--- config.mk ---
export PLATFORM = sky130hd
export DESIGN_NAME = s100_bus_decoder
export DESIGN_NICKNAME = d
export VERILOG_FILES = /design/src/rtl/s100_pkg.sv /design/src/rtl/s100_window_match.sv /design/src/rtl/s100_bus_decoder.sv
export SDC_FILE = /design/constraint.sdc
export NUM_CORES = 1
export LEC_CHECK = 0
export BUFFER_PORTS_ARGS = -buffer_cell sky130_fd_sc_hd__buf_2
export CORE_ASPECT_RATIO = 1.5
export CORE_UTILIZATION = 25
export DETAILED_ROUTE_END_ITERATION = 16
export GPL_TIMING_DRIVEN = 0
export HOLD_SLACK_MARGIN = 0.06
export PLACE_DENSITY = 0.66
export SYNTH_ARGS = -nofsm -noshare
export SYNTH_HDL_FRONTEND = slang
export SYNTH_SLANG_ARGS = --single-unit
--- constraint.sdc ---
create_clock -name clk -period 1.7 [get_ports clk]
set_clock_uncertainty 0.05 [all_clocks]
set_input_delay 0.17 -clock clk [delete_from_list [all_inputs] [get_ports clk]]
set_output_delay 0.17 -clock clk [all_outputs]
set_load 0.03 [all_outputs]
--- src/rtl/s100_pkg.sv ---
// s100_pkg: shared definitions for the S-100 bus decoder.
//   - ST_* : bit positions inside the i8080 status byte
//   - OPEN_BUS : value returned on reads that hit no slot
//   - WAIT_W / wait_t : width of the per-slot wait-state count
//   - page_match() : base/mask page compare used by every window check
package s100_pkg;

    localparam int ST_INTA  = 0;
    localparam int ST_WO    = 1;
    localparam int ST_STACK = 2;
    localparam int ST_HLTA  = 3;
    localparam int ST_OUT   = 4;
    localparam int ST_M1    = 5;
    localparam int ST_INP   = 6;
    localparam int ST_MEMR  = 7;

    localparam logic [7:0] OPEN_BUS = 8'hFF;

    localparam int WAIT_W = 4;
    typedef logic [WAIT_W-1:0] wait_t;

    // A mask bit of 1 means that page bit takes part in the compare.
    function automatic logic page_match(input logic [7:0] page,
                                        input logic [7:0] base,
                                        input logic [7:0] mask);
        return ((page ^ base) & mask) == 8'h00;
    endfunction

endpackage

--- src/rtl/s100_window_match.sv ---
// s100_window_match: one slot's address window comparator.
//   page    in  8  addr[15:8] of the current cycle
//   base    in  8  slot page base
//   mask    in  8  slot compare mask (1 = bit compared)
//   slot_io in  1  slot lives in the I/O map
//   cyc_io  in  1  current cycle is an I/O cycle
//   hit     out 1  page is inside the window and the map type agrees
module s100_window_match
    import s100_pkg::*;
(
    input  logic [7:0] page,
    input  logic [7:0] base,
    input  logic [7:0] mask,
    input  logic       slot_io,
    input  logic       cyc_io,
    output logic       hit
);

    assign hit = page_match(page, base, mask) && (slot_io == cyc_io);

endmodule

--- src/rtl/s100_bus_decoder.sv ---
// s100_bus_decoder: i8080 -> S-100 slot decoder.
// Latches the status byte on sync, decodes per-slot base/mask windows in the
// memory or I/O map, applies write protection, per-slot wait states and the
// turn-key boot override, and drives open-bus 0xFF on unmapped reads.
//   clk, reset        clock, async active-high reset
//   ce                CPU clock enable (gates all CPU-visible state)
//   addr, odata       CPU address / data-out (status byte while sync=1)
//   sync, rd, wr_n    machine-cycle start, read strobe, write strobe (low)
//   idata, ready      read data and wait control back to the CPU
//   slot_rd, slot_we  per-slot strobes; slot_rdata per-slot read data
//   boot_active       turn-key override in force
//   unmapped          one-clk pulse on an access that hit no slot
module s100_bus_decoder
    import s100_pkg::*;
#(
    parameter int                        N_SLOTS   = 4,
    parameter logic [8*N_SLOTS-1:0]      SLOT_BASE = {N_SLOTS{8'h00}},
    parameter logic [8*N_SLOTS-1:0]      SLOT_MASK = {N_SLOTS{8'hFF}},
    parameter logic [N_SLOTS-1:0]        SLOT_IO   = '0,
    parameter logic [N_SLOTS-1:0]        SLOT_RO   = '0,
    parameter logic [WAIT_W*N_SLOTS-1:0] SLOT_WAIT = '0,
    parameter int                        BOOT_EN   = 1,
    parameter int                        BOOT_SLOT = 0
) (
    input  logic                   clk,
    input  logic                   reset,
    input  logic                   ce,
    input  logic [15:0]            addr,
    input  logic [7:0]             odata,
    input  logic                   sync,
    input  logic                   rd,
    input  logic                   wr_n,
    output logic [7:0]             idata,
    output logic                   ready,
    output logic [N_SLOTS-1:0]     slot_rd,
    output logic [N_SLOTS-1:0]     slot_we,
    input  logic [8*N_SLOTS-1:0]   slot_rdata,
    output logic                   boot_active,
    output logic                   unmapped
);

    localparam int SEL_W = (N_SLOTS > 1) ? $clog2(N_SLOTS) : 1;
    localparam logic [SEL_W-1:0] BOOT_SEL = SEL_W'(BOOT_SLOT);

    localparam logic [N_SLOTS-1:0][7:0]  BASE_A = SLOT_BASE;
    localparam logic [N_SLOTS-1:0][7:0]  MASK_A = SLOT_MASK;
    localparam wait_t [N_SLOTS-1:0]      WAIT_A = SLOT_WAIT;

    logic [N_SLOTS-1:0][7:0] rdata_a;
    assign rdata_a = slot_rdata;

    logic [7:0]   status;
    wait_t        wcnt;
    logic         rd_q, wr_q;

    // Two decodes: one against the latched status (strobes, idata) and one
    // against the status byte arriving on odata (wait-state load at sync).
    logic cyc_io, sync_io;
    assign cyc_io  = status[ST_INP] | status[ST_OUT];
    assign sync_io = odata[ST_INP]  | odata[ST_OUT];

    logic [N_SLOTS-1:0] cur_m, syn_m;

    for (genvar g = 0; g < N_SLOTS; g++) begin : g_win
        s100_window_match u_cur (
            .page(addr[15:8]), .base(BASE_A[g]), .mask(MASK_A[g]),
            .slot_io(SLOT_IO[g]), .cyc_io(cyc_io), .hit(cur_m[g])
        );
        s100_window_match u_syn (
            .page(addr[15:8]), .base(BASE_A[g]), .mask(MASK_A[g]),
            .slot_io(SLOT_IO[g]), .cyc_io(sync_io), .hit(syn_m[g])
        );
    end

    // Priority encoders: lowest matching index wins.
    logic             cur_hit, syn_hit;
    logic [SEL_W-1:0] cur_sel, syn_sel;

    always_comb begin
        cur_hit = 1'b0;
        cur_sel = '0;
        syn_hit = 1'b0;
        syn_sel = '0;
        for (int i = N_SLOTS - 1; i >= 0; i--) begin
            if (cur_m[i]) begin
                cur_hit = 1'b1;
                cur_sel = SEL_W'(i);
            end
            if (syn_m[i]) begin
                syn_hit = 1'b1;
                syn_sel = SEL_W'(i);
            end
        end
    end

    // While boot is armed every read goes to the boot slot; writes never do.
    logic             rd_hit;
    logic [SEL_W-1:0] rd_sel;
    assign rd_hit = boot_active | cur_hit;
    assign rd_sel = boot_active ? BOOT_SEL : cur_sel;

    always_comb begin
        slot_rd = '0;
        slot_we = '0;
        if (rd && rd_hit)
            slot_rd[rd_sel] = 1'b1;
        if (!wr_n && cur_hit && !SLOT_RO[cur_sel])
            slot_we[cur_sel] = 1'b1;
    end

    assign idata = rd_hit ? rdata_a[rd_sel] : OPEN_BUS;
    assign ready = (wcnt == '0);

    // Boot disarms on an M1 fetch inside the boot slot's memory window.
    logic boot_win;
    assign boot_win = page_match(addr[15:8], BASE_A[BOOT_SLOT], MASK_A[BOOT_SLOT])
                      && !SLOT_IO[BOOT_SLOT];

    wait_t wload;
    always_comb begin
        wload = '0;
        if (boot_active)
            wload = WAIT_A[BOOT_SLOT];
        else if (syn_hit)
            wload = WAIT_A[syn_sel];
    end

    always_ff @(posedge clk or posedge reset) begin
        if (reset) begin
            status      <= 8'h00;
            boot_active <= (BOOT_EN != 0);
            wcnt        <= '0;
            rd_q        <= 1'b0;
            wr_q        <= 1'b0;
            unmapped    <= 1'b0;
        end else begin
            // Strobe edge detect runs every clk so the pulse is one clk wide.
            rd_q     <= rd;
            wr_q     <= ~wr_n;
            unmapped <= (rd & ~rd_q & ~rd_hit) | (~wr_n & ~wr_q & ~cur_hit);
            if (ce) begin
                if (sync) begin
                    status <= odata;
                    wcnt   <= wload;    // a new cycle overrides any pending wait
                    if (boot_active && odata[ST_M1] && boot_win)
                        boot_active <= 1'b0;
                end else if (wcnt != '0) begin
                    wcnt <= wcnt - 1'b1;
                end
            end
        end
    end

endmodule

# Yosys cells after proc, flatten, opt, wreduce, memory -nomap -nowiden

Index checks and enable logic that the tools add are counted.

Bits in registers: 15
Bits of input ports: 62
Output and inout port bits: 19

$add $sub $neg: 1
Multiplexer cells: 6
Bitwise operators: 13
Reduce and logical (&&, ||, !) cells: 13

Operator list:

| cell                                                                | count |
|---|---|
| 8-bit zero test                                                     | 1 |
| 4-bit 2-to-1 mux                                                    | 2 |
| 8-bit 2-to-1 mux                                                    | 1 |
| 1-bit NOT                                                           | 6 |
| 1-bit logical AND                                                   | 5 |
| 1-bit AND                                                           | 4 |
| 4-bit zero test                                                     | 1 |
| 2-bit AND reduction                                                 | 2 |
| 4-bit nonzero test                                                  | 1 |
| 4-bit by 1-bit subtractor with 4-bit output (second input constant) | 1 |
| 1-bit 2-to-1 mux                                                    | 3 |
| 1-bit OR                                                            | 3 |
| 3-bit AND reduction                                                 | 1 |
| 2-bit nonzero test                                                  | 1 |
| 1-bit zero test                                                     | 1 |

# Depth between registers and ports, before layout

Word-level depth: 8
Depth in mapped cells: 5
Depth with buffers taken out: 5

# By module

A second synthesis with hierarchy kept.

Cell total of the unflattened synthesis: 153
Area, all modules: 1,286.2 µm²

Modules (own cells, without submodules):

| module            | instances | cells an instance | area each (µm²) |
|---|---|---|---|
| s100_bus_decoder  | 1         | 97                | 800.8 |
| s100_window_match | 4         | 14                | 121.4 |

# Least setup slack after synthesis

OpenSTA, ideal clock, no wires.

Path type: reg-to-reg
From: register wcnt[0]
To: register wcnt[1]
Setup time: 131 ps
Data arrival time: 1,785 ps
Slack: -266 ps
Cell stages (with the launch flop): 6
Buffers on the path: 0
Period minus slack after synthesis: 1,966 ps
Path through: dfrtp_1 -> inv_1 -> ha_1 -> nor3b_1 -> or3_1 -> o211ai_1

Cells in the longest elaborated chain, start to end: 3

Ends and longest elaborated chain:

| element                                                                                  | RTL line                                         | text |
|---|---|---|
| start, declared                                                                          | s100_bus_decoder.sv:53                           | `wait_t wcnt;` |
| start signal, assigned                                                                   | s100_bus_decoder.sv:144                          | `wcnt <= wload;` |
| start signal, assigned                                                                   | s100_bus_decoder.sv:148                          | `wcnt <= wcnt - 1'b1;` |
| 4-bit by 1-bit subtractor with 4-bit output / 4-bit nonzero test (equally long branches) | s100_bus_decoder.sv:148, s100_bus_decoder.sv:147 |  |
| 4-bit 2-to-1 mux / 2-bit nonzero test (equally long branches)                            | --                                               |  |
| 4-bit 2-to-1 mux / 2-bit AND reduction (equally long branches)                           | --                                               |  |

Parallel ways exist; a longest one is shown, timed or not. The select of a mux whose other input is x is not followed.
A chain may end at the register's enable or synchronous reset.

# Worst setup path in the final report

From: register status[6]
To: output idata[6]

Cells in the longest elaborated chain, start to end: 6

Ends and longest elaborated chain:

| element                | RTL line                | text |
|---|---|---|
| start, declared        | s100_bus_decoder.sv:52  | `logic [7:0] status;` |
| start signal, assigned | s100_bus_decoder.sv:143 | `status <= odata;` |
| 1-bit OR               | s100_bus_decoder.sv:59  | `assign cyc_io = status[ST_INP] \| status[ST_OUT];` |
| 1-bit NOT              | s100_window_match.sv:19 | `assign hit = page_match(page, base, mask) && (slot_io == cyc_io);` |
| 1-bit logical AND      | s100_window_match.sv:19 |  |
| 1-bit 2-to-1 mux       | s100_bus_decoder.sv:85  | `if (cur_m[i]) begin` |
| 1-bit OR               | s100_bus_decoder.sv:99  | `assign rd_hit = boot_active \| cur_hit;` |
| 8-bit 2-to-1 mux       | s100_bus_decoder.sv:111 | `assign idata = rd_hit ? rdata_a[rd_sel] : OPEN_BUS;` |
| end, declared          | s100_bus_decoder.sv:33  | `output logic [7:0] idata,` |

Every way passes these cells.

==> impl_metrics.json <==
{
  "yosysSeqAreaShare_pct": 40.4,
  "hpwl_mm": 1.12,
  "fmax_mhz": 618,
  "instances_no_fill": 136,
  "reg2reg_slack_ps": 180,
  "synth_cells": 63,
  "switching_share_pct": 36.3,
  "ys_ff_latch": 10,
  "synth-main-ff-cell": "dfrtp_1",
  "dr.pass1.iters": 4,
  "diodes": 0,
  "ios": 81,
  "port_buffers": 37,
  "clockPowerShare_pct": 21.5,
  "detail-route-antenna-nets": 0,
  "dpl.cell_count": 128,
  "initial_utilization_pct": 27.2,
  "synthArstFlopShare_pct": 100,
  "grt_overflow": 0,
  "maxCapViolations": 0,
  "rr_worst_depth": 6,
  "finalSetupTns_ps": 0,
  "cp_data_required_time_ps": 1480,
  "die_height_um": 63.1,
  "finalPower_uw": 1010,
  "p_comb_share_pct": 43.8,
  "rsz0062_at_grt": "false",
  "power_leakage_uw": 0.000467,
  "numCtsBuffers": 3,
  "internal_power_uw": 643,
  "drive_gt1_share_pct": 50.4,
  "hold_viol_final": 0,
  "p_per_area_nw_per_um2": 1040,
  "hold_depth": 2,
  "crit_fanout": 9,
  "htreeDepth": 1,
  "holdCritPathClass": "primary input to register",
  "grt_start_max_net_pins": 11,
  "place_area_sq_um": 866,
  "routed-via-count": 619,
  "status": "complete, no violations",
  "ys_types": 30,
  "fin_area_sq_um": 968,
  "slew_violations": 0,
  "tritoncts": "built",
  "drt_iter0_drc": 8,
  "setup-violations-final": 0,
  "gp_congestion": 0.724,
  "critPathCaptureType": "output pin",
  "viasPerCell": 4.55,
  "power.net_switching_uw": 365,
  "peakVddDrop_mv": 0.404,
  "area_delta_synth_final_pct": 55.7,
  "clkTransAtPathRegs_ps": 60,
  "syn_avg_cell_area_sq_um": 9.87,
  "seqPwrFrac_pct": 34.7,
  "die_w_um": 42.7,
  "wl_per_cell_um": 10.4,
  "synth.cell_area_sq_um": 622,
  "coreArea_sq_um": 2290,
  "wl_mm": 1.42,
  "yosysWarnings": 0,
  "dieArea_sq_um": 2690,
  "clock_sinks": 10,
  "cp.arrival_ps": 1400,
  "drc": 0,
  "grt_pass1_wl_mm": 2.19,
  "globalRouteTotalUtil_pct": 10.8,
  "min_period_ps": 1620,
  "critPathKind": "register to output pin",
  "fillers": 228,
  "cp-start-kind": "register",
  "clkLatencyLatePin_ps": 270,
  "regArea_sq_um": 251,
  "synth_edf_count": 0,
  "grt_pass1_vias": 550,
  "cts_buffer_depth": 2,
  "fin_crit_sh_pct": 95.1,
  "clockRootBuffer": "clkbuf_4",
  "multi_input_area_sq_um": 355,
  "core.rowCount": 21,
  "antenna_found_initial": 0,
  "fin_nets": 177
}
cell families after synthesis:
kind of cell / after synthesis / share of synthesized area, %
muxes: 2 / 3.62
buffers and inverters: 12 / 10.9
and+or+nand+nor: 26 / 29.8
AOI/OAI and AO/OA: 11 / 12.7
other: 1 / 0.603
DFF: 10 / 40.4
adders and majority gates: 1 / 2.01
synth_stat cells, drive strengths merged (2+ instances only):
library cell | count | area [sq um]
a31oi | 2 | 18.8
a21oi | 2 | 10.0
nand2 | 2 | 7.51
dfrtp | 9 | 225
or2 | 8 | 50.1
nor2 | 3 | 11.3
buf | 6 | 45.0
nor3 | 2 | 10.0
mux2 | 2 | 22.5
inv | 6 | 22.5
nor4 | 3 | 48.8
a21o | 2 | 15.0
power by group through the flow:
stage	combinational [uW]	clock, uW	sequential [uW]
floorplan	250	0	338
global placement	338	0	341
detailed placement	344	0	343
CTS	369	224	341
global route	485	228	359
finish	442	216	350
area by class of cell:
class                      instances  share of cell area [%]
sequential                        10                    26.0
timing repair buffer              41                    23.6
clock buffer                       4                    3.75
tap                               23                    2.97
inverter                           6                    2.33
buffer                             6                    4.65
multi-input combinational         46                    36.7
worst max-delay path, stage by stage, from the launching register on:
cell     delay, ps
dfrtp_1        420
nor2_4         150
a31oi_4        130
or2_1          250
buf_2          180
state kept, by name (all words and copies together) (netlist names):
| name | cells |
|---|---|
| boot_active | 1 |
| rd_q | 1 |
| status | 2 |
| unmapped | 1 |
| wcnt | 4 |
| wr_q | 1 |
stage by stage:
step,utilization (%),worst slack (ps),hold WS [ps]
floorplan,-,121,-40.5
global placement,37.9,210,115
detailed placement,37.9,180,117
CTS,41.4,25.9,76.2
global route,42.4,24.0,81.5
finish,42.4,82.5,82.8
layer usage:
| metal | wire length [um] | global-route usage [%] | vias to the layer above | part of all wire, % |
|---|---|---|---|---|
| met5 | 0 | 0 | - | 0 |
| met3 | 167 | 3.44 | 4 | 12 |
| met1 | 453 | 9.89 | 272 | 32 |
| met2 | 760 | 19.9 | 37 | 54 |
| li1 | - | - | 306 | - |
| met4 | 33 | 5.86 | 0 | 2.3 |
cells in the final DEF, fill, tap and decap left out:
cell,instances
a31oi_4,1
or3_1,1
o211ai_1,1
a31oi_1,1
o22ai_1,1
and4b_1,1
mux2_2,2
dlygate4sd3_1,3
dfrtp_1,9
nor3_1,2
conb_1,6
buf_2,36
buf_4,7
clkbuf_8,1
nor2_1,2
o41ai_1,1
nor2b_1,1
nand2_1,2
o21ai_0,1
nor2_4,1
buf_6,1
nor4_2,1
nand3_1,1
o21a_1,1
or2_1,8
inv_1,6
nand3b_1,1
nor3b_4,1
clkbuf_4,3
ha_1,1
a21o_1,2
dfstp_2,1
nor4_4,2
a21oi_1,2
nor4b_1,1
nand2b_1,1
worst paths after layout:
check | from | to
max | status[6] | idata[6]
min | odata[6] | status[6]
max reg2reg | wcnt[0] | wcnt[1]
min reg2reg | boot_active | boot_active
max in group asynchronous | reset | boot_active
min in group asynchronous | reset | wcnt[2]
timing repair:
| action | 4_1_cts | 5_1_grt |
|---|---|---|
| endpoints found under the hold margin | 11 | 0 |
| gates resized for setup | 3 | 3 |
| endpoints found under the setup margin | 3 | 3 |
| hold buffers | 3 | 0 |
| setup buffers | 0 | 1 |
No activity file was read; power rests on OpenSTA's default activity.
